===== src/rtl/spi_deserializer.sv =====
// spi_deserializer
//
// Receives MSB-first SPI words from an upstream serializer whose sclk is
// derived from clk, and writes each completed word into a downstream FIFO.
// A done pulse that arrives before a full word has been shifted in is
// reported as a frame error. A completed word that meets a full FIFO is
// dropped and reported as an overflow.
//
// Ports:
//   clk          system clock, all logic on posedge
//   rst          synchronous active-high reset
//   sclk         SPI serial clock (idle low)
//   mosi         serial data, sampled on sclk rising edge
//   done         one-cycle end-of-word pulse from the serializer
//   full         downstream FIFO full flag
//   write_en     one-cycle FIFO write strobe
//   write_data   received word, valid while write_en=1, otherwise held
//   overflow     one-cycle pulse: completed word dropped because full=1
//   frame_error  one-cycle pulse: done before DATA_WIDTH bits
//   rx_words     count of words written to the FIFO (wraps silently)
module spi_deserializer #(
    parameter int unsigned DATA_WIDTH = 8
) (
    input  logic                  clk,
    input  logic                  rst,
    input  logic                  sclk,
    input  logic                  mosi,
    input  logic                  done,
    input  logic                  full,
    output logic                  write_en,
    output logic [DATA_WIDTH-1:0] write_data,
    output logic                  overflow,
    output logic                  frame_error,
    output logic [15:0]           rx_words
);

    localparam int unsigned CNT_W = $clog2(DATA_WIDTH) + 1;
    localparam logic [CNT_W-1:0] LAST_CNT = CNT_W'(DATA_WIDTH);

    localparam logic [1:0] IDLE    = 2'd0;
    localparam logic [1:0] RECEIVE = 2'd1;
    localparam logic [1:0] WRITE   = 2'd2;

    logic [1:0]            state_q, state_d;
    logic [CNT_W-1:0]      bit_cnt_q, bit_cnt_d;
    logic [DATA_WIDTH-1:0] shift_reg_q, shift_reg_d;
    logic                  sclk_q, sclk_prev, mosi_q, done_q;
    logic                  write_en_d, overflow_d, frame_error_d;
    logic [DATA_WIDTH-1:0] write_data_d;
    logic [15:0]           rx_words_d;

    logic                  rise;
    logic [DATA_WIDTH-1:0] shift_next;
    logic [CNT_W-1:0]      cnt_inc;

    assign rise       = sclk_q & ~sclk_prev;
    assign shift_next = {shift_reg_q[DATA_WIDTH-2:0], mosi_q};
    assign cnt_inc    = bit_cnt_q + CNT_W'(1);

    always_comb begin
        state_d       = state_q;
        bit_cnt_d     = bit_cnt_q;
        shift_reg_d   = shift_reg_q;
        write_en_d    = 1'b0;
        overflow_d    = 1'b0;
        frame_error_d = 1'b0;
        write_data_d  = write_data;
        // write_en is only ever high during WRITE, so this lands at the end of that cycle.
        rx_words_d    = write_en ? rx_words + 16'd1 : rx_words;

        case (state_q)
            IDLE: begin
                // done_q is deliberately ignored here: it trails every completed word.
                if (rise) begin
                    shift_reg_d = shift_next;
                    bit_cnt_d   = CNT_W'(1);
                    state_d     = RECEIVE;
                end
            end
            RECEIVE: begin
                if (rise) begin
                    shift_reg_d = shift_next;
                    bit_cnt_d   = cnt_inc;
                end
                if (rise && cnt_inc == LAST_CNT) begin
                    // Strobes are registered, so the write/overflow decision is taken on the
                    // edge entering WRITE and is visible for exactly the WRITE cycle.
                    state_d   = WRITE;
                    bit_cnt_d = '0;
                    if (full) begin
                        overflow_d = 1'b1;
                    end else begin
                        write_en_d   = 1'b1;
                        write_data_d = shift_next;
                    end
                end else if (done_q) begin
                    frame_error_d = 1'b1;
                    bit_cnt_d     = '0;
                    state_d       = IDLE;
                end
            end
            WRITE: begin
                state_d = IDLE;
            end
            default: begin
                state_d   = IDLE;
                bit_cnt_d = '0;
            end
        endcase
    end

    always_ff @(posedge clk) begin
        if (rst) begin
            state_q     <= IDLE;
            bit_cnt_q   <= '0;
            shift_reg_q <= '0;
            sclk_q      <= 1'b0;
            sclk_prev   <= 1'b0;
            mosi_q      <= 1'b0;
            done_q      <= 1'b0;
            write_en    <= 1'b0;
            overflow    <= 1'b0;
            frame_error <= 1'b0;
            write_data  <= '0;
            rx_words    <= '0;
        end else begin
            state_q     <= state_d;
            bit_cnt_q   <= bit_cnt_d;
            shift_reg_q <= shift_reg_d;
            sclk_q      <= sclk;
            sclk_prev   <= sclk_q;
            mosi_q      <= mosi;
            done_q      <= done;
            write_en    <= write_en_d;
            overflow    <= overflow_d;
            frame_error <= frame_error_d;
            write_data  <= write_data_d;
            rx_words    <= rx_words_d;
        end
    end

endmodule


===== config.mk =====
export PLATFORM = sky130hd
export DESIGN_NAME = spi_deserializer
export DESIGN_NICKNAME = d
export VERILOG_FILES = /design/src/rtl/spi_deserializer.sv
export SDC_FILE = /design/constraint.sdc
export NUM_CORES = 1
export LEC_CHECK = 0
export CORE_ASPECT_RATIO = 0.9
export CORE_UTILIZATION = 45
export DETAILED_ROUTE_END_ITERATION = 7
export GPL_ROUTABILITY_DRIVEN = 0
export PLACE_DENSITY = 0.68
export SLEW_MARGIN = 20
export SYNTH_ARGS = -nofsm -noshare
export SYNTH_HDL_FRONTEND = slang
export SYNTH_SLANG_ARGS = --single-unit

===== constraint.sdc =====
create_clock -name clk -period 4.15 [get_ports clk]
set_input_delay 0.83 -clock clk [delete_from_list [all_inputs] [get_ports clk]]
set_output_delay 0.83 -clock clk [all_outputs]
set_load 0.02 [all_outputs]

# Word level (Yosys, flattened, before mapping)
# Cells that the tools add are included.
[op_classes]
mul = 0
addsub = 2
magnitude_cmp = 0
mux = 12
n_div = 0
n_eq_ne = 6
n_shift = 0
n_reduce_logical = 9
bitwise = 6
[op_table]
columns = ["operator", "n"]
rows = [
  ["adder 16 x 1 -> 16 bit (second input constant)", 1],
  ["2-to-1 mux 4 bit", 4],
  ["case mux 4 bit (3 select lines)", 1],
  ["2-to-1 mux 2 bit", 3],
  ["AND reduction 3 bit", 2],
  ["OR reduction 3 bit", 2],
  ["NOT 1 bit", 5],
  ["adder 4 x 1 -> 4 bit (second input constant)", 1],
  ["== test 4 bit (second input constant)", 1],
  ["inequality test 4 bit (second input constant)", 1],
  ["case mux 2 bit (2 select lines)", 1],
  ["AND reduction 2 bit", 2],
  ["2-to-1 mux 1 bit", 3],
  ["inequality test 3 bit (second input constant)", 1],
  ["== test 2 x 1 -> 1 bit (second input constant)", 1],
  ["== test 2 bit (second input constant)", 1],
  ["logical NOT 2 bit", 1],
  ["inequality test 2 bit (second input constant)", 1],
  ["OR reduction 2 bit", 1],
  ["bitwise AND 1 bit", 1],
  ["logical AND 1 bit", 1],
]
[totals]
reg_bits = 44
input_bits = 6
latch_bits = 0
mem_bits_ro = 0
ram_bits = 0
word_cells = 47
mem_count = 0

# Longest topological paths before layout
# Gate-level depths: netlist (run 1).
[logic_depth]
ltp_word = 6
ltp_mapped = 6
mapped_depth_nobuf = 5

# Worst setup path after synthesis (run 1)
# OpenSTA, ideal clock, no wires.
[synth_timing]
path_type = "input -> register"
startpoint = "in full"
endpoint = "reg write_data[0]"
stages = 4
arrival_time_ns = 1.626
t_required_ns = 4.022
path_buffers = 0
setup_slack_ns = 2.396
path_cell_list = "nor3b_1 -> o2111ai_4 -> mux2i_1 -> nor2_1"
[synth_via]
elab_chain_len = 2
[synth_lines]
columns = ["item", "line_no", "source"]
rows = [
  ["start: declaration", "29", "input logic full,"],
  ["NOT 1 bit (no line)", "-", ""],
  ["AND reduction 3 bit (no line)", "-", ""],
  ["end signal: assignment", "137", "write_data <= write_data_d;"],
  ["end: declaration", "31", "output logic [DATA_WIDTH-1:0] write_data,"],
]
# Every way passes these cells.
# A chain may end at the register's enable or synchronous reset.

# Final worst setup path (run 1)
[layout_timing]
startpoint = "reg write_en"
endpoint = "out write_en"
[layout_lines]
columns = ["item", "line_no", "source"]
rows = [
  ["start: declaration", "30", "output logic write_en,"],
  ["start signal: assignment", "134", "write_en <= write_en_d;"],
]
# No word-level cell between the ends.

==> results of run 1 <==
layout make-up:
class / count / area share (%)
inverters: 3 / 0.500
clock buffers: 6 / 3.67
multi-input cells: 139 / 38.8
well taps: 46 / 2.56
repair buffers: 34 / 14.9
clock inverters: 2 / 0.444
flip-flops and latches: 44 / 39.1
metrics by stage:
step	power [mW]	std cells	util (%)	setup slack, ns
after global placement	0.465	266	57.1	1.81
final	0.727	274	59.5	1.84
after floorplan	0.455	194	-	2.40
after detailed placement	0.466	266	57.1	1.73
after global routing	0.755	274	59.5	1.79
after CTS	0.731	274	59.5	1.84
kinds of logic after synthesis:
logic type	count (synthesis)
simple gates	87
flops	44
compound gates	30
xor+xnor	11
buf+inv	11
mux	9
fa+ha+maj	2
power by group:
group	internal, mW	switching [mW]
Clock	0.133	0.138
Combinational	0.0108	0.0153
Sequential	0.426	0.00409
synth_stat cells:
cell       instances
nor2b_1            5
a22o_1             1
and4_1             3
and3_1             2
o41ai_1            1
nor3b_1            3
o21ai_0            8
nand2_1           18
and2_1             3
ha_1               2
o2111ai_4          1
xor2_1             9
buf_6              2
buf_2              2
or3_1              5
nand3_4            2
xnor2_1            2
nand2b_1           2
nor3_1             5
nand4_1            7
a21o_1             1
mux2i_1            9
a31oi_1            1
a21boi_1           1
a32o_1             1
inv_1              3
clkbuf_1           2
a22oi_1            1
nand3_1            3
a21oi_1           13
nand4b_1           1
buf_1              2
dfxtp_1           44
nor2_1            25
o211ai_1           1
and3b_1            1
or4_1              1
and2_2             1
cell usage in the layout, fill, tap and decap left out, types with 5 or more instances in the layout:
cell / count
a21oi_1: 13
clkdlybuf4s50_1: 32
dfxtp_1: 44
nor2b_1: 5
nand4_1: 7
nor2_1: 25
o21ai_0: 8
clkbuf_8: 6
xor2_1: 9
nor3_1: 5
mux2i_1: 9
nand2_1: 18
or3_1: 5
how the worst max path moves through the flow:
stage                                   start                    endpoint  slack [ns]
after global placement                   full  write_data[7]$_SDFFE_PP0P_        1.81
final                     write_en$_SDFF_PP0_                    write_en        1.84
after CTS                 write_en$_SDFF_PP0_                    write_en        1.84
after global routing      write_en$_SDFF_PP0_                    write_en        1.79
after detailed placement                 full  write_data[6]$_SDFFE_PP0P_        1.73
after floorplan                          full  write_data[0]$_SDFFE_PP0P_        2.40
layer usage:
metal  share of wire, %  global-route usage, %  vias to the layer above
met3                3.7                   5.88                        7
met1                 48                   23.3                      666
met4                1.4                   6.63                        0
met5                  0                      0                        -
met2                 47                   30.6                       30
li1                   -                      -                      739
sequential cells by signal, summed over array words and instances, names as in the netlist:
name         count
mosi_q           1
overflow         1
write_en         1
sclk_prev        1
state_q          2
write_data       8
shift_reg_q      7
rx_words        16
frame_error      1
bit_cnt_q        4
sclk_q           1
done_q           1
==> reports/results.ini, run 1 <==
[final_layout]
finalInstanceArea_sq_um = 2250
area_growth_pct = 24.1
drive_above_1_share_pct = 6.14
diodes = 0
num-fill-cells = 355
nNetsFinal = 235
seq_area_sq_um = 881
multi_input_area_sq_um = 875

[routing]
antenna_left = 0
drc_errors = 0
drt_iter0_markers = 44
vias = 1442
dr.pass1.iters = 4
via_per_inst = 5.26
drt_wl_total_microns = 3560
wl_per_cell_microns = 13.0

[clock_network]
cts_tree = built
clk_latency_ns = 0.29
clock_path_buffers = 2
cts-root-buf = clkbuf_8
cts_buffers = 5
cts_sinks = 44
clkTransAtPathRegs_ns = 0.08
cts-resized-gates = 0
cts_setup_buffers = 0
hold_buffers = 0
htreeDepth = 2

[place]
place_area_sq_um = 2160
dp_hpwl_microns = 2510
numPortBuffers = 32

[synthesis]
synth_area_sq_um = 1810
synthAdderAreaFrac_pct = 1.38
synth.avg_cell_area_sq_um = 9.35
synth-compound-area-share_pct = 10.8
synthSimpleGateAreaFrac_pct = 25.8
synth_top_area_cell = dfxtp_1
synth.distinct_cells = 38
synth_top_family_by_area = simple AND/OR/NAND/NOR gates
yosysTopAreaCellShare_pct = 48.6
ys_top_cells_by_area = dfxtp_1 (49%), nor2_1 (5.2%), mux2i_1 (5.0%), xor2_1 (4.3%), nand2_1 (3.7%)
synth_nets = 202
synthMuxAreaShare_pct = 4.97
synth_seq_cells = 44
seq_area_frac_synth_pct = 48.6
yosysWarnings = 0
syn_inst = 194
synth_xor_area_share_pct = 5.31

[timing]
clock_skew_ns = 0.00644
final-setup-viol-count = 0
timing.fmax_mhz = 433
slew_headroom_pct = 71.5
rsz0062_at_grt = false
timing_hold_violations_final = 0
finalCritPeriodShare_pct = 55.7
whs_ns = 0.457
slew_violations = 0
tightest_slew_ns = 0.427
layout_min_cycle_time_ns = 2.31
finalSetupTns_ns = 0

[floorplanning]
start_util_pct = 47.9
core_sq_um = 3780
rows = 21
fp.dieW_microns = 68.9
die_area_sq_um = 4290
ios = 33
fp.dieH_microns = 62.2

[power]
powerDensity_nw_per_um2 = 323
cellLeakagePower_nw = 0.827
ir_worst_vdd_mv = 0.245

[flow_run]
maxCapViolations = 0

[worst_setup_path]
endpoint_kind = primary output
required_ns = 3.32
crit_chain = clkdlybuf4s50_1
cp.depth = 1
start_kind = register
cp_max_fo = 8
cpMaxStageDelayCell = clkdlybuf4s50_1
rr_startpoint = write_en$_SDFF_PP0_
cp_data_arrival_time_ns = 1.48
path_class = reg2out
r2r_end = rx_words[15]$_SDFFE_PP0P_
cp_top_family = buffers and inverters
reg2reg_slack_ns = 2.45
worstRegToRegCells = 4
path_buf_inv = 1
slowest_delay_ns = 0.67

[global_routing]
antenna_found_initial = 0
grt_overflow_total = 0
grt_use_total_pct = 19.0
grt_max_degree = 41
grt_pass1_vias = 1434
grt_pass1_wl_microns = 6200

[min_path]
hold_end = shift_reg_q[0]$_SDFFE_PP0P_
hp-start = mosi_q$_SDFF_PP0_
min_path_type = reg2reg
hold_depth = 2

[status]
status = finished, final reports clean

No activity file was read; power rests on OpenSTA's default activity.
==> run 2, diff against run 1 <==
--- a/config.mk
+++ b/config.mk
@@ -9,7 +9,7 @@
 export CORE_UTILIZATION = 45
 export DETAILED_ROUTE_END_ITERATION = 7
 export GPL_ROUTABILITY_DRIVEN = 0
-export PLACE_DENSITY = 0.68
+export PLACE_DENSITY = 0.71
 export SLEW_MARGIN = 20
 export SYNTH_ARGS = -nofsm -noshare
 export SYNTH_HDL_FRONTEND = slang
==> constraint.sdc (replaced) <==
create_clock -name clk -period 1.9 [get_ports clk]
set_input_delay 0.38 -clock clk [delete_from_list [all_inputs] [get_ports clk]]
set_output_delay 0.38 -clock clk [all_outputs]
set_load 0.02 [all_outputs]
==> reports/results.ini, run 2 (same netlist as run 1, synthesis figures left out) <==
[timing]
rsz0062_at_grt = false
timing.fmax_mhz = 572
final-setup-viol-count = 0  ; unchanged
slew_headroom_pct = 70.6  ; -0.95 points
timing_hold_violations_final = 0  ; unchanged
layout_min_cycle_time_ns = 1.75
slew_violations = 0  ; unchanged
finalCritPeriodShare_pct = 92.0
tightest_slew_ns = 0.441  ; +0.0143 ns
clock_skew_ns = 0.00752  ; +0.00108 ns
whs_ns = 0.451  ; -0.00584 ns
finalSetupTns_ns = 0  ; unchanged

[worst_setup_path]
required_ns = 1.52  ; -1.80 ns
cp_max_fo = 6  ; -2
path_buf_inv = 1  ; unchanged
cp_data_arrival_time_ns = 1.37  ; -0.11 ns
cpMaxStageDelayCell = clkdlybuf4s50_1
start_kind = register
slowest_delay_ns = 0.64  ; -0.03 ns
crit_chain = clkdlybuf4s50_1
endpoint_kind = primary output
cp_top_family = buffers and inverters
path_class = reg2out

[routing]
dr.pass1.iters = 4  ; unchanged
drt_iter0_markers = 120  ; +170%
drt_wl_total_microns = 3370  ; -5.2%
vias = 1412  ; -2.1%
via_per_inst = 5.13  ; -2.4%
antenna_left = 0  ; unchanged
drc_errors = 0  ; unchanged
wl_per_cell_microns = 12.3  ; -5.5%

[final_layout]
final_core_util_pct = 59.6  ; about the same
num-fill-cells = 351  ; -1.1%
area_growth_pct = 24.2  ; about the same
reg_top3 = rx_words x16, write_data x8, shift_reg_q x7
diodes = 0  ; unchanged
final_cell_mix = dfxtp_1 (43), clkdlybuf4s50_1 (32), nor2_1 (25)
nNetsFinal = 237  ; +0.85%
drive_above_1_share_pct = 6.55  ; +0.41 points
mostFrequentLayoutCell = dfxtp_1
largest_reg_flops = 16  ; unchanged
largest-register = rx_words

[floorplanning]
rows = 21  ; unchanged
start_util_pct = 47.9  ; unchanged
die_area_sq_um = 4290  ; unchanged
ios = 33  ; unchanged
core_sq_um = 3780  ; unchanged
fp.dieH_microns = 62.2  ; unchanged
fp.dieW_microns = 68.9  ; unchanged

[clock_network]
cts-resized-gates = 0  ; unchanged
htreeDepth = 2  ; unchanged
clk_latency_ns = 0.29  ; about the same
cts_tree = built
cts_setup_buffers = 0  ; unchanged
clkTransAtPathRegs_ns = 0.08  ; about the same
hold_buffers = 0  ; unchanged
cts_sinks = 44  ; unchanged
cts-root-buf = clkbuf_8
clock_path_buffers = 2  ; unchanged
cts_buffers = 5  ; unchanged

[global_routing]
antenna_found_initial = 0  ; unchanged
grt_pass1_vias = 1178  ; -18%
grt_overflow_total = 0  ; unchanged
grt_max_degree = 38  ; -7.3%
grt_pass1_wl_microns = 5500  ; -11%
grt_use_total_pct = 17.4  ; -1.5 points

[status]
status = finished, final reports clean

[power]
ir_worst_vdd_mv = 0.336  ; +37%
powerDensity_nw_per_um2 = 682  ; +110%
cellLeakagePower_nw = 0.827  ; about the same

[flow_run]
maxCapViolations = 0  ; unchanged

[place]
dp_hpwl_microns = 2310  ; -8.3%
numPortBuffers = 32  ; unchanged

[min_path]
min_path_type = reg2reg

==> run 2: power by group <==
part / internal (mW) / leakage, nW / switching [mW]
logic: 0.0258 / 0.430 / 0.0334
clock network: 0.250 / 0.0410 / 0.288
registers: 0.930 / 0.356 / 0.00942
==> run 2: worst paths after layout <==
check,start,endpoint,slack [ns],depth (start not counted)
worst min register to register,mosi_q$_SDFF_PP0_,shift_reg_q[0]$_SDFFE_PP0P_,0.45,2
worst max-delay path,rx_words[2]$_SDFFE_PP0P_,rx_words[2],0.15,1
worst max register to register,bit_cnt_q[0]$_SDFFE_PP0P_,write_data[1]$_SDFFE_PP0P_,0.30,5
worst min-delay path,mosi_q$_SDFF_PP0_,shift_reg_q[0]$_SDFFE_PP0P_,0.45,2
==> run 2: through the flow <==
step           instances  instance area [sq um]  worst slack, ns  power [mW]
3_3_place_gp         268                   2170           0.0811        1.02
5_1_grt              275                   2250           0.0649        1.61
6_report             275                   2250            0.153        1.54
2_1_floorplan        194                   1810            0.404       0.994
4_1_cts              275                   2250           0.0590        1.55
3_5_place_dp         268                   2170           0.0543        1.02
==> run 2: cell type report <==
type	count	area (sq um)	area share, %
Inverter	3	11.3	0.500
Clock buffer	6	72.6	3.22
Multi-Input combinational cell	139	875	38.8
Clock inverter	1	5.00	0.222
Sequential cell	44	882	39.1
Tap cell	46	57.6	2.55
Timing Repair Buffer	36	350	15.5
==> run 2: per-layer routing <==
metal / vias to the layer above / GRT usage (%) / share of wire (%)
li1: 744 / - / -
met1: 635 / 25.6 / 54
met2: 29 / 22.2 / 40
met3: 4 / 6.07 / 4.2
met4: 0 / 8.42 / 2.0
met5: - / 0 / 0
==> run 3, diff against run 2 <==
--- a/config.mk
+++ b/config.mk
@@ -6,10 +6,10 @@
 export NUM_CORES = 1
 export LEC_CHECK = 0
 export CORE_ASPECT_RATIO = 0.9
-export CORE_UTILIZATION = 45
+export CORE_UTILIZATION = 34
 export DETAILED_ROUTE_END_ITERATION = 7
 export GPL_ROUTABILITY_DRIVEN = 0
-export PLACE_DENSITY = 0.71
+export PLACE_DENSITY = 0.56
 export SLEW_MARGIN = 20
 export SYNTH_ARGS = -nofsm -noshare
 export SYNTH_HDL_FRONTEND = slang
==> reports/results.ini, run 3 (same netlist as run 1, synthesis figures left out) <==
[worst_setup_path]
start_kind = register
cpMaxStageDelayCell = clkdlybuf4s50_1
crit_chain = clkdlybuf4s50_1
cp_data_arrival_time_ns = 1.36  ; about the same
path_buf_inv = 1  ; unchanged
endpoint_kind = primary output
slowest_delay_ns = 0.64  ; about the same
path_class = reg2out
cp_max_fo = 6  ; unchanged
required_ns = 1.52  ; about the same
cp_top_family = buffers and inverters

[routing]
drt_iter0_markers = 84  ; -30%
wl_per_cell_microns = 11.9  ; -2.8%
drc_errors = 0  ; unchanged
vias = 1452  ; +2.8%
antenna_left = 0  ; unchanged
via_per_inst = 4.91  ; -4.5%
drt_wl_total_microns = 3520  ; +4.6%
dr.pass1.iters = 4  ; unchanged

[floorplanning]
start_util_pct = 36.4  ; -12 points
die_area_sq_um = 5630  ; +31%
fp.dieW_microns = 79  ; +15%
ios = 33  ; unchanged
fp.dieH_microns = 71.3  ; +15%
core_sq_um = 4980  ; +32%
rows = 24  ; +14%

[final_layout]
mostFrequentLayoutCell = dfxtp_1
reg_top3 = rx_words x16, write_data x8, shift_reg_q x7
final_cell_mix = dfxtp_1 (44), clkdlybuf4s50_1 (32), nor2_1 (25)
diodes = 0  ; unchanged
stdcell_count = 296  ; +7.6%
area_growth_pct = 26.6
nNetsFinal = 238  ; +0.42%
largest-register = rx_words
num-fill-cells = 511  ; +46%
drive_above_1_share_pct = 6.49  ; -0.057 points
largest_reg_flops = 16  ; unchanged

[global_routing]
antenna_found_initial = 0  ; unchanged
grt_pass1_vias = 1263  ; +7.2%
grt_overflow_total = 0  ; unchanged
grt_use_total_pct = 13.5  ; -4.0 points
grt_pass1_wl_microns = 5860  ; +6.5%
grt_max_degree = 28  ; -26%

[power]
ir_worst_vdd_mv = 0.415  ; +24%
powerDensity_nw_per_um2 = 693  ; +1.6%
cellLeakagePower_nw = 0.837  ; +1.1%

[timing]
slew_headroom_pct = 68.4  ; -2.2 points
finalCritPeriodShare_pct = 91.7  ; -0.25 points
tightest_slew_ns = 0.473  ; +0.0318 ns
layout_min_cycle_time_ns = 1.74  ; -0.00484 ns
final-setup-viol-count = 0  ; unchanged
clock_skew_ns = 0.00563  ; -0.00189 ns
timing_hold_violations_final = 0  ; unchanged
timing.fmax_mhz = 574  ; +0.28%
slew_violations = 0  ; unchanged
rsz0062_at_grt = false
finalSetupTns_ns = 0  ; unchanged

[place]
place_inst = 288  ; +7.5%
numPortBuffers = 32  ; unchanged
dp_hpwl_microns = 2470  ; +6.9%

[status]
status = finished, final reports clean

[clock_network]
clk_latency_ns = 0.29  ; about the same
htreeDepth = 2  ; unchanged
clkTransAtPathRegs_ns = 0.08  ; about the same
cts_setup_buffers = 0  ; unchanged
cts-resized-gates = 0  ; unchanged
cts_buffers = 5  ; unchanged
clock_path_buffers = 2  ; unchanged
hold_buffers = 0  ; unchanged
cts_tree = built
cts_sinks = 44  ; unchanged
cts-root-buf = clkbuf_8

[min_path]
min_path_type = reg2reg

[flow_run]
maxCapViolations = 0  ; unchanged

==> run 3: cell count changes in the layout (fill, tap and decap cells not counted), sizes merged <==
cell,previous run,this run
buf,4,5
clkinv,1,0
clkbuf,6,8
==> run 3: final timing paths <==
check	start	endpoint	slack, ns	cells after the start
min	mosi_q$_SDFF_PP0_	shift_reg_q[0]$_SDFFE_PP0P_	0.46	2
max	rx_words[2]$_SDFFE_PP0P_	rx_words[2]	0.16	1
max reg2reg	rx_words[2]$_SDFFE_PP0P_	rx_words[15]$_SDFFE_PP0P_	0.33	4
min reg2reg	mosi_q$_SDFF_PP0_	shift_reg_q[0]$_SDFFE_PP0P_	0.46	2
==> run 3: stage by stage <==
stage	area, sq um	utilization [%]	setup WS [ns]	power, mW	hold slack, ns
5_1_grt	2300	46.1	0.0729	1.66	0.481
2_1_floorplan	1810	-	0.404	0.994	0.431
6_report	2300	46.1	0.158	1.59	0.460
4_1_cts	2300	46.1	0.146	1.62	0.462
3_5_place_dp	2210	44.3	0.0251	1.02	0.451
3_3_place_gp	2210	44.3	0.0742	1.02	0.447
==> run 3: power by group <==
group          leakage (nW)  internal (mW)  switching [mW]
clock                0.0455          0.297           0.295
combinational         0.436         0.0258          0.0343
sequential            0.356          0.930         0.00944
==> run 3: routing by layer <==
metal	share of wire (%)	GRT usage [%]	vias up
met3	5.2	4.08	7
met5	0	0	-
met1	53	18.7	653
met4	1.5	6.06	0
met2	40	19.2	43
li1	-	-	749
==> run 3: cell type report <==
type / instances / area (sq um) / area share, %
Sequential cell: 44 / 881 / 38.4
Tap cell: 65 / 81.3 / 3.54
Multi-Input combinational cell: 139 / 875 / 38.1
Timing Repair Buffer: 37 / 358 / 15.6
Clock buffer: 8 / 90.1 / 3.92
Inverter: 3 / 11.3 / 0.490
